--- config.mk ---
export PLATFORM = sky130hd
export DESIGN_NAME = led_pattern_engine_flat
export DESIGN_NICKNAME = d
export VERILOG_FILES = /design/src/rtl/led_pattern_engine_if.sv /design/src/rtl/led_pattern_engine.sv /design/src/flat_wrapper.sv
export SDC_FILE = /design/constraint.sdc
export NUM_CORES = 1
export LEC_CHECK = 0
export ABC_AREA = 1
export CORE_AREA = 5 5 89 91
export DETAILED_ROUTE_END_ITERATION = 16
export DIE_AREA = 0 0 94 96
export PLACE_DENSITY = 0.69
export SLEW_MARGIN = 25
export SYNTH_ARGS = -nofsm -noshare
export SYNTH_HDL_FRONTEND = slang
export SYNTH_SLANG_ARGS = --single-unit
--- constraint.sdc ---
create_clock -name clk -period 8.7 [get_ports clk]
set_input_delay 0.87 -clock clk [delete_from_list [all_inputs] [get_ports clk]]
set_output_delay 0.87 -clock clk [all_outputs]
set_load 0.01 [all_outputs]
--- src/rtl/led_pattern_engine_if.sv ---
// LED pattern engine control/status bundle: controller drives mode, period and loads, engine returns pattern and step.
// The controller side (master) drives every control; the engine side (slave) drives leds and step.
interface led_pattern_engine_if #(
    parameter int WIDTH     = 8,
    parameter int DIV_WIDTH = 24
);
    logic                 enable;
    logic [1:0]           mode;
    logic [DIV_WIDTH-1:0] period;
    logic                 load;
    logic [WIDTH-1:0]     load_pattern;
    logic [WIDTH-1:0]     leds;
    logic                 step;

    modport master (
        output enable, mode, period, load, load_pattern,
        input  leds, step
    );

    modport slave (
        input  enable, mode, period, load, load_pattern,
        output leds, step
    );
endinterface

--- src/rtl/led_pattern_engine.sv ---
// LED pattern sequencer: rotates, bounces or holds a WIDTH-bit pattern once every P_eff enabled clocks.
// Latency: leds and step are registered; the first step lands P_eff edges after reset or load.
// Backpressure: none; enable=0 freezes all state, and load always wins over enable.
module led_pattern_engine #(
    parameter int               WIDTH        = 8,
    parameter int               DIV_WIDTH    = 24,
    parameter logic [WIDTH-1:0] INIT_PATTERN = WIDTH'(8'b0001_1111)
) (
    input  logic                  clk,
    input  logic                  rst,
    led_pattern_engine_if.slave   bus
);

    typedef enum logic {
        DIR_LEFT  = 1'b0,
        DIR_RIGHT = 1'b1
    } dir_t;

    localparam logic [1:0]           MODE_ROTL   = 2'b00;
    localparam logic [1:0]           MODE_ROTR   = 2'b01;
    localparam logic [1:0]           MODE_BOUNCE = 2'b10;
    localparam logic [DIV_WIDTH-1:0] CNT_ONE     = DIV_WIDTH'(1);

    logic [WIDTH-1:0]     leds_q, leds_nxt;
    logic [DIV_WIDTH-1:0] cnt_q, cnt_nxt;
    dir_t                 dir_q, dir_nxt;
    logic                 step_q, step_nxt;
    logic [DIV_WIDTH-1:0] p_eff;
    logic                 tick;

    function automatic logic [WIDTH-1:0] rotl(input logic [WIDTH-1:0] v);
        return {v[WIDTH-2:0], v[WIDTH-1]};
    endfunction

    function automatic logic [WIDTH-1:0] rotr(input logic [WIDTH-1:0] v);
        return {v[0], v[WIDTH-1:1]};
    endfunction

    // '>=' rather than '==' so a period cut below the running count ticks at once
    assign p_eff = (bus.period == '0) ? CNT_ONE : bus.period;
    assign tick  = (cnt_q >= (p_eff - CNT_ONE));

    always_comb begin
        leds_nxt = leds_q;
        cnt_nxt  = cnt_q;
        dir_nxt  = dir_q;
        step_nxt = 1'b0;
        if (bus.load) begin
            leds_nxt = bus.load_pattern;
            cnt_nxt  = '0;
            dir_nxt  = DIR_LEFT;
        end else if (bus.enable) begin
            if (tick) begin
                cnt_nxt  = '0;
                step_nxt = 1'b1;
                case (bus.mode)
                    MODE_ROTL: leds_nxt = rotl(leds_q);
                    MODE_ROTR: leds_nxt = rotr(leds_q);
                    MODE_BOUNCE: begin
                        if (dir_q == DIR_LEFT && leds_q[WIDTH-1]) begin
                            dir_nxt  = DIR_RIGHT;
                            leds_nxt = rotr(leds_q);
                        end else if (dir_q == DIR_RIGHT && leds_q[0]) begin
                            dir_nxt  = DIR_LEFT;
                            leds_nxt = rotl(leds_q);
                        end else if (dir_q == DIR_RIGHT) begin
                            leds_nxt = rotr(leds_q);
                        end else begin
                            leds_nxt = rotl(leds_q);
                        end
                    end
                    default: leds_nxt = leds_q;
                endcase
            end else begin
                cnt_nxt = cnt_q + CNT_ONE;
            end
        end
    end

    always_ff @(posedge clk) begin
        if (rst) begin
            leds_q <= INIT_PATTERN;
            cnt_q  <= '0;
            dir_q  <= DIR_LEFT;
            step_q <= 1'b0;
        end else begin
            leds_q <= leds_nxt;
            cnt_q  <= cnt_nxt;
            dir_q  <= dir_nxt;
            step_q <= step_nxt;
        end
    end

    assign bus.leds = leds_q;
    assign bus.step = step_q;

endmodule

--- src/flat_wrapper.sv ---
// flat-port wrapper written by rule: the top's interface ports become plain ports
module led_pattern_engine_flat 
#(
    parameter int               WIDTH        = 8,
    parameter int               DIV_WIDTH    = 24,
    parameter logic [WIDTH-1:0] INIT_PATTERN = WIDTH'(8'b0001_1111)
)
  (clk, rst, bus_enable, bus_mode, bus_period, bus_load, bus_load_pattern, bus_leds, bus_step);
  led_pattern_engine_if #(.WIDTH(WIDTH), .DIV_WIDTH(DIV_WIDTH)) bus_i ();
  input  logic clk;
  input  logic rst;
  input wire logic [$bits(bus_i.enable)-1:0] bus_enable;
  input wire logic [$bits(bus_i.mode)-1:0] bus_mode;
  input wire logic [$bits(bus_i.period)-1:0] bus_period;
  input wire logic [$bits(bus_i.load)-1:0] bus_load;
  input wire logic [$bits(bus_i.load_pattern)-1:0] bus_load_pattern;
  output wire logic [$bits(bus_i.leds)-1:0] bus_leds;
  output wire logic [$bits(bus_i.step)-1:0] bus_step;
  assign bus_i.enable = bus_enable;
  assign bus_i.mode = bus_mode;
  assign bus_i.period = bus_period;
  assign bus_i.load = bus_load;
  assign bus_i.load_pattern = bus_load_pattern;
  assign bus_leds = bus_i.leds;
  assign bus_step = bus_i.step;
  led_pattern_engine #(.WIDTH(WIDTH), .DIV_WIDTH(DIV_WIDTH), .INIT_PATTERN(INIT_PATTERN)) u_core (.clk(clk), .rst(rst), .bus(bus_i));
endmodule
======== Word level (Yosys, flattened, before mapping) ========
Index checks and enable logic that the tools add are counted.
operators by class
  add/subtract/negate cells ............... 2
  multiply operators ...................... 0
  divide/modulo/power cells ............... 0
  $lt $le $gt $ge ......................... 1
  equality and inequality tests ........... 2
  shift operators ......................... 0
  mux-type cells .......................... 12
  bitwise operators ....................... 2
  reduce and logical (&&, ||, !) cells .... 12
operators by type and width
  kind                                                 number
  2-to-1 mux 24 bit                                    2
  2-to-1 mux 8 bit                                     6
  adder 24 x 1 -> 24 bit, second input constant        1
  >= comparator 24 bit                                 1
  logical NOT 24 bit                                   1
  case mux 8 bit (3 select lines)                      1
  subtractor 24 x 1 -> 24 bit, second input constant   1
  nonzero test 2 bit                                   3
  AND reduction 4 bit                                  1
  nonzero test 4 bit                                   1
  2-to-1 mux 1 bit                                     3
  AND reduction 3 bit                                  1
  OR reduction 3 bit                                   1
  equality test 2 x 1 -> 1 bit, second input constant  1
  equality test 2 bit, second input constant           1
  logical AND 1 bit                                    2
  logical NOT 2 bit                                    1
  NOT 1 bit                                            2
  OR reduction 2 bit                                   1
word-level totals
  bits in registers ....................... 34
  bits in latches ......................... 0
  memory bits (writable) .................. 0
  ROM bits ................................ 0
  logic and storage cells ................. 35
  memories ................................ 0

======== Logic depth before layout (Yosys ltp) ========
Gate-level depths: netlist of run 1.
  depth after elaboration ................. 7
  gate-level depth with buffers ........... 26
  gate-level depth less buffers ........... 26

======== Least setup slack after synthesis of run 1 ========
Ideal clock, no wire load.
  kind .................................... in2reg
  start ................................... in bus_period[11]
  end ..................................... reg u_core.cnt_q[22]
  library setup time ...................... 0.114 ns
  arrival time ............................ 3.645 ns
  required time ........................... 8.586 ns
  slack ................................... 4.940 ns
  cell stages on the path ................. 25
  buffers on the path ..................... 1
  path through ............................ nor2_1 > nand2_1 > nor2_1 > nand3_1 > nand2_1 > inv_1 > ha_1 > nand2_1 > nor3_2 > nand3_1 > nand3b_4 > inv_1 > nand2_1 > xor2_1 > ha_1 > nand2_1 > nor2_1 > nand4_1 > nor2_1 > nand2_1 > nand3_2 > nand2_2 > nand2_4 > buf_4 > nor2_1
on the way
  cells in the longest elaborated chain, start to end .. 5
ends and longest elaborated chain
  item                             RTL line                  RTL
  start: declaration               flat_wrapper.sv:14        input wire logic [$bits(bus_i.period)-1:0] bus_period;
  logical NOT 24 bit               led_pattern_engine.sv:40  assign p_eff = (bus.period == '0) ? CNT_ONE : bus.period;
  2-to-1 mux 24 bit (*)            led_pattern_engine.sv:40
  subtractor 24 x 1 -> 24 bit (*)  led_pattern_engine.sv:41  assign tick = (cnt_q >= (p_eff - CNT_ONE));
  >= comparator 24 bit (*)         led_pattern_engine.sv:41
  2-to-1 mux 24 bit (*)            led_pattern_engine.sv:53  if (tick) begin
  end signal: assignment           led_pattern_engine.sv:88  cnt_q <= cnt_nxt;
  end: declaration                 led_pattern_engine.sv:25  logic [DIV_WIDTH-1:0] cnt_q, cnt_nxt;
Every way passes the cells marked *; elsewhere a longest branch is shown, timed or not.
A chain may end at the register's enable or synchronous reset.

======== Final worst setup path of run 1 ========
  start ................................... in bus_period[7]
  end ..................................... reg u_core.cnt_q[10]
Same word-level chain as after synthesis.

==> out/metrics.cfg, run 1 <==
[run_status]
status = complete, no violations

[route]
drt-total-wl_um = 8290
drtAntennaViolNets = 0
num_vias = 3349
first_iter_violations = 208
drc_errors = 0
wl_per_cell_um = 12.8
firstDrtPassIters = 7
viasPerCell = 5.18

[timing]
finalClockSkew_ns = 0.00683
setup_tns_ns = 0
drv_slew = 0
setup_violations = 0
fmax_mhz = 227
slew_headroom = 0.626
tightest_slew_ns = 0.558
period_needed_ns = 4.40
hold_viol = 0
fin_crit_sh = 0.506
rsz0062_at_grt = no

[global_routing]
grt_pass1_wl_um = 13900
first_global_vias = 3147
met1_usage = 0.232
grt_usage = 0.192
globalRouteMet2Util = 0.345
met3_usage = 0.0250
grt.busiest_layer = met2
grt_max_degree = 20
grt-ovfl-total = 0
antenna_found_initial = 0

[clock_network]
postCtsSetupBuffers = 0
cts_tree = yes
cts_resized = 0
cts_buffer_depth = 2
htree_levels = 2
clk_pin_slew_ns = 0.07
clock_latency_ns = 0.29
root_buffer = clkbuf_8
hold_buffers = 0
cts_sinks = 34
cts_buffers = 5

[synth]
syn_nets = 565
synth_top_area_cell = dfxtp_1
yosys_warnings = 0
synth_adder_area_share = 0.115
synth_seq_cells = 34
yosysSeqAreaShare = 0.215
syn_area_um2 = 3160
synth_top_family_by_area = simple AND/OR/NAND/NOR gates
syn_inst = 498
syn_area_per_cell_um2 = 6.35
synth.area.mux_share = 0
async_reset_ff_frac = 0
ys.flop_type = dfxtp_1
synth_simple_gate_area_frac = 0.425
synth_compound_area_frac = 0.0747
netlist.area_leader.share = 0.215
synth_cell_types = 36
synth-edff-count = 0
synthXorXnorAreaFrac = 0.0775
synth_area_leaders = dfxtp_1 22%, nand2_1 13%, ha_1 11%

[layout]
layout_common_cells = 107 x nand2_1, 82 x nor2_1, 65 x inv_1
n_antenna_cell = 0
final_common_cell = nand2_1
drive_above_1_share = 0.0640
nets = 613
stdcell_count = 646
area_growth_pct = 20.5

[worst_setup_path]
slowest_stage = clkdlybuf4s50_1
worst_setup_path_endpoint = u_core.cnt_q[10]
required_ns = 8.88
cp_max_fo = 19
rrSetupSlack_ns = 6.71
critPathLaunchType = input port
max_stage_delay_ns = 0.46
path_common_cell = nand2_1
r2r-start = u_core.cnt_q[0]
crit_start = bus_period[7]
reg2reg_depth = 13
end_kind = flip-flop
cp.arrival_ns = 4.57
crit_type = input port to flip-flop
crit-reg2reg-capture = u_core.cnt_q[6]

[floorplan]
core_um2 = 7060
initial_core_util = 0.448
die_h_um = 96
dieArea_um2 = 9020
row_count = 31
boundaryPins = 47
die_x_um = 94

[flow_run]
cap_viol_max_count = 0

[placed_design]
dp_cells = 638
hpwlAfterDp_um = 6940
gp_congestion = 0.955
io_buffers = 46

[power_and_ir_drop]
p_leak_nw = 1.71
powerDensity_nw_per_um2 = 97.5
vdd_drop_max_mv = 0.0456

[min_path]
hp-class = flip-flop to flip-flop

## per-stage QoR
step	area (um2)	setup slack, ns	total power, mW	hold slack [ns]	utilization
2_1_floorplan	3160	4.94	0.214	0.471	-
3_3_place_gp	3720	4.06	0.252	0.494	0.527
3_5_place_dp	3720	3.98	0.253	0.501	0.527
4_1_cts	3810	4.28	0.374	0.511	0.540
5_1_grt	3810	3.81	0.392	0.529	0.540
6_report	3810	4.30	0.372	0.510	0.540
## synth_stat cells (all sizes together) (2+ instances only)
library cell,count
nand3,42
nand2,111
inv,69
clkinv,2
dfxtp,34
buf,4
nor2,90
a21oi,17
o21a,2
xor2,19
nor4,6
a31oi,3
ha,29
a21o,2
nand4,23
xnor2,9
o21ai,13
nor3,15
## area by class of cell
class / instances / area, um2
clock buffer: 7 / 86.3
clock inverter: 1 / 5.00
fill: 739 / 3250
inverter: 71 / 268
multi-input combinational: 388 / 2190
sequential: 34 / 681
tap: 99 / 124
timing repair buffer: 46 / 460
## critical path: cells and delay by family
| kind | cells | cell delay (ns) |
|---|---|---|
| buffers and inverters | 3 | 0.59 |
| adder cells (fa/ha/maj) | 2 | 0.49 |
| AND/OR/NAND/NOR | 19 | 2.56 |
| XOR/XNOR | 1 | 0.06 |
## layer usage
metal | vias to the layer above | share of wire
li1 | 1725 | -
met1 | 1485 | 0.43
met2 | 118 | 0.49
met3 | 21 | 0.049
met4 | 0 | 0.030
met5 | - | 0
## sequential cells by signal, summed over array words and instances (netlist names)
signal	flops
u_core.bus.leds	8
u_core.bus.step	1
u_core.cnt_q	24
u_core.dir_q	1
## cells by family after synthesis
group / after synthesis
AND/OR/NAND/NOR: 289
buffers and inverters: 76
AO/OA/AOI/OAI: 42
flip-flops: 34
adder cells (fa/ha/maj): 29
XOR/XNOR: 28
## worst min-delay path by stage
stage                          from         endpoint  slack [ns]  depth (start not counted)
finish              u_core.cnt_q[0]  u_core.cnt_q[0]        0.51                          2
global route        u_core.cnt_q[0]  u_core.cnt_q[0]        0.53                          2
CTS                 u_core.cnt_q[0]  u_core.cnt_q[0]        0.51                          2
detailed placement  u_core.cnt_q[0]  u_core.cnt_q[0]        0.50                          2
global placement    u_core.cnt_q[0]  u_core.cnt_q[0]        0.49                          2
floorplan           u_core.cnt_q[0]  u_core.cnt_q[0]        0.47                          2
## power by group
part           internal (mW)  switching (mW)
logic                 0.0394          0.0460
clock network         0.0638          0.0583
registers              0.159         0.00498
total                  0.262           0.109
Note: power is estimated with default switching activity, not from simulation.
==> run 2, diff against run 1 <==
clock period = 4.2 ns   (was 8.7 ns; I/O delays follow)
==> run 2 against run 1 <==
Net effect:
- critical path depth stayed put
- combinational power is 120% higher
- register-to-register slack lost 4.5 ns
- utilization grew 1.9 points
- cell area rose by 3.4%
- worst hold slack got worse by 0.0011 ns
- clock-buffer cell count did not move
- sequential share of layout area shrank 0.59 points
- sequential power grew 110%
- critical path type unchanged
- largest cell class unchanged
- largest power group unchanged
==> out/metrics.cfg, run 2 (same netlist as run 1, synthesis figures left out) <==
[placed_design]
io_buffers = 46  ; unchanged
gp_congestion = 0.918  ; -3.8%
place_area_um2 = 3820  ; +2.6%
hpwlAfterDp_um = 6930  ; -0.20%

[worst_setup_path]
slowest_stage = clkdlybuf4s50_1
critPathLaunchType = input port
cp_max_fo = 19  ; unchanged
worst_setup_path_endpoint = u_core.cnt_q[20]
path_common_cell = nand2_1
required_ns = 4.37  ; -4.51 ns
rrSetupSlack_ns = 2.17  ; -4.54 ns
r2r-start = u_core.cnt_q[0]
crit_type = input port to flip-flop
max_stage_delay_ns = 0.46  ; about the same
crit-reg2reg-capture = u_core.cnt_q[6]
reg2reg_depth = 13  ; unchanged
crit_start = bus_period[7]
cp.arrival_ns = 3.94  ; -0.63 ns
end_kind = flip-flop

[layout]
stdcell_area_um2 = 3950  ; +3.4%
nets = 626  ; +2.1%
final_common_cell = nand2_1
top_register = u_core.cnt_q
area_growth_pct = 24.7
largest_reg_flops = 24  ; unchanged
layout_common_cells = 106 x nand2_1, 82 x nor2_1, 65 x inv_1
n_antenna_cell = 0  ; unchanged
drive_above_1_share = 0.0946  ; +0.0307

[power_and_ir_drop]
power_uw = 778  ; +110%
power.net_switching_uw = 229  ; +110%
seqPwrFrac = 0.437  ; -0.005
vdd_drop_max_mv = 0.112  ; +150%
powerDensity_nw_per_um2 = 197  ; +100%
clock_power_share = 0.325  ; -0.004
intPower_uw = 549  ; +110%
p_leak_nw = 1.79  ; +4.5%
swShare = 0.295  ; +0.000760
combPwrFrac = 0.238  ; +0.008

[timing]
finalHoldWorstSlack_ns = 0.509  ; -0.00107 ns
fmax_mhz = 265
period_needed_ns = 3.77
finalClockSkew_ns = 0.00580  ; -0.00103 ns
drv_slew = 0  ; unchanged
setup_violations = 0  ; unchanged
fin_crit_sh = 0.897
tightest_slew_ns = 0.572  ; +0.0133 ns
hold_viol = 0  ; unchanged
slew_headroom = 0.615  ; -0.0115

[route]
drc_errors = 0  ; unchanged
drt-total-wl_um = 8310  ; +0.27%
drtAntennaViolNets = 0  ; unchanged
viasPerCell = 5.07  ; -2.3%
firstDrtPassIters = 4  ; -3
wl_per_cell_um = 12.6  ; -1.7%
first_iter_violations = 207  ; -0.48%
num_vias = 3338  ; -0.33%

[clock_network]
root_buffer = clkbuf_8
postCtsSetupBuffers = 0  ; unchanged
cts_buffer_depth = 2  ; unchanged
cts_tree = yes
htree_levels = 2  ; unchanged
clk_pin_slew_ns = 0.07  ; about the same
cts_buffers = 5  ; unchanged
cts_sinks = 34  ; unchanged
clock_latency_ns = 0.28  ; about the same

[floorplan]
core_um2 = 7060  ; unchanged
die_h_um = 96  ; unchanged
row_count = 31  ; unchanged
dieArea_um2 = 9020  ; unchanged
initial_core_util = 0.448  ; unchanged
die_x_um = 94  ; unchanged
boundaryPins = 47  ; unchanged

[global_routing]
grt_pass1_wl_um = 14300  ; +3.3%
antenna_found_initial = 0  ; unchanged
grt-ovfl-total = 0  ; unchanged
grt_max_degree = 20  ; unchanged
first_global_vias = 3257  ; +3.5%
grt_usage = 0.195  ; +0.00294

[flow_run]
cap_viol_max_count = 0  ; unchanged

[min_path]
hp-class = flip-flop to flip-flop

[run_status]
status = complete, no violations

[run 2: timing repair]
| action | 4_1_cts | 5_1_grt |
|---|---|---|
| hold buffers | 0 | 0 |
| resized for setup | 0 | 7 |
| setup endpoints to repair | 0 | 13 |
[run 2: power by group through the flow]
stage | logic [mW] | clock network, mW | registers [mW]
floorplan | 0.0958 | 0 | 0.347
global placement | 0.181 | 0 | 0.348
detailed placement | 0.183 | 0 | 0.347
CTS | 0.184 | 0.258 | 0.340
global route | 0.209 | 0.274 | 0.341
finish | 0.185 | 0.253 | 0.340
[run 2: critical path, delay by kind of cell]
kind                       cells  cell delay [ns]
xor gates and xnor gates       1             0.06
adders and majority gates      2             0.47
and+or+nand+nor               19             2.44
buffers and inverters          3             0.56
[run 2: stage by stage]
| stage | util | std cells | TNS, ns | worst slack, ns |
|---|---|---|---|---|
| detailed placement | 0.541 | 651 | 0 | 0.0800 |
| CTS | 0.554 | 659 | 0 | 0.388 |
| finish | 0.559 | 659 | 0 | 0.432 |
| global route | 0.559 | 659 | -0.0118 | -0.0118 |
| floorplan | - | 498 | 0 | 0.890 |
| global placement | 0.541 | 651 | 0 | 0.126 |
[run 2: layout make-up]
class / count / area (um2)
clock inverters: 1 / 5.00
inverters: 71 / 268
well taps: 99 / 124
multi-input cells: 388 / 2220
fillers: 724 / 3110
repair buffers: 59 / 561
flip-flops and latches: 34 / 681
clock buffers: 7 / 86.3
[run 2: worst min path at each step]
stage,start,endpoint,slack (ns),cells past startpoint
after floorplan,u_core.cnt_q[0],u_core.cnt_q[0],0.47,2
after global placement,u_core.cnt_q[0],u_core.cnt_q[0],0.50,2
after detailed placement,u_core.cnt_q[0],u_core.cnt_q[0],0.50,2
after CTS,u_core.cnt_q[0],u_core.cnt_q[0],0.51,2
after global routing,u_core.cnt_q[0],u_core.cnt_q[0],0.53,2
final,u_core.cnt_q[0],u_core.cnt_q[0],0.51,2
[run 2: routing by layer]
metal | share of wire | routed length [um] | GRT usage
met5 | 0 | 0 | 0
met4 | 0.023 | 195 | 0.0722
met3 | 0.035 | 288 | 0.0219
met2 | 0.47 | 3950 | 0.342
met1 | 0.47 | 3880 | 0.245
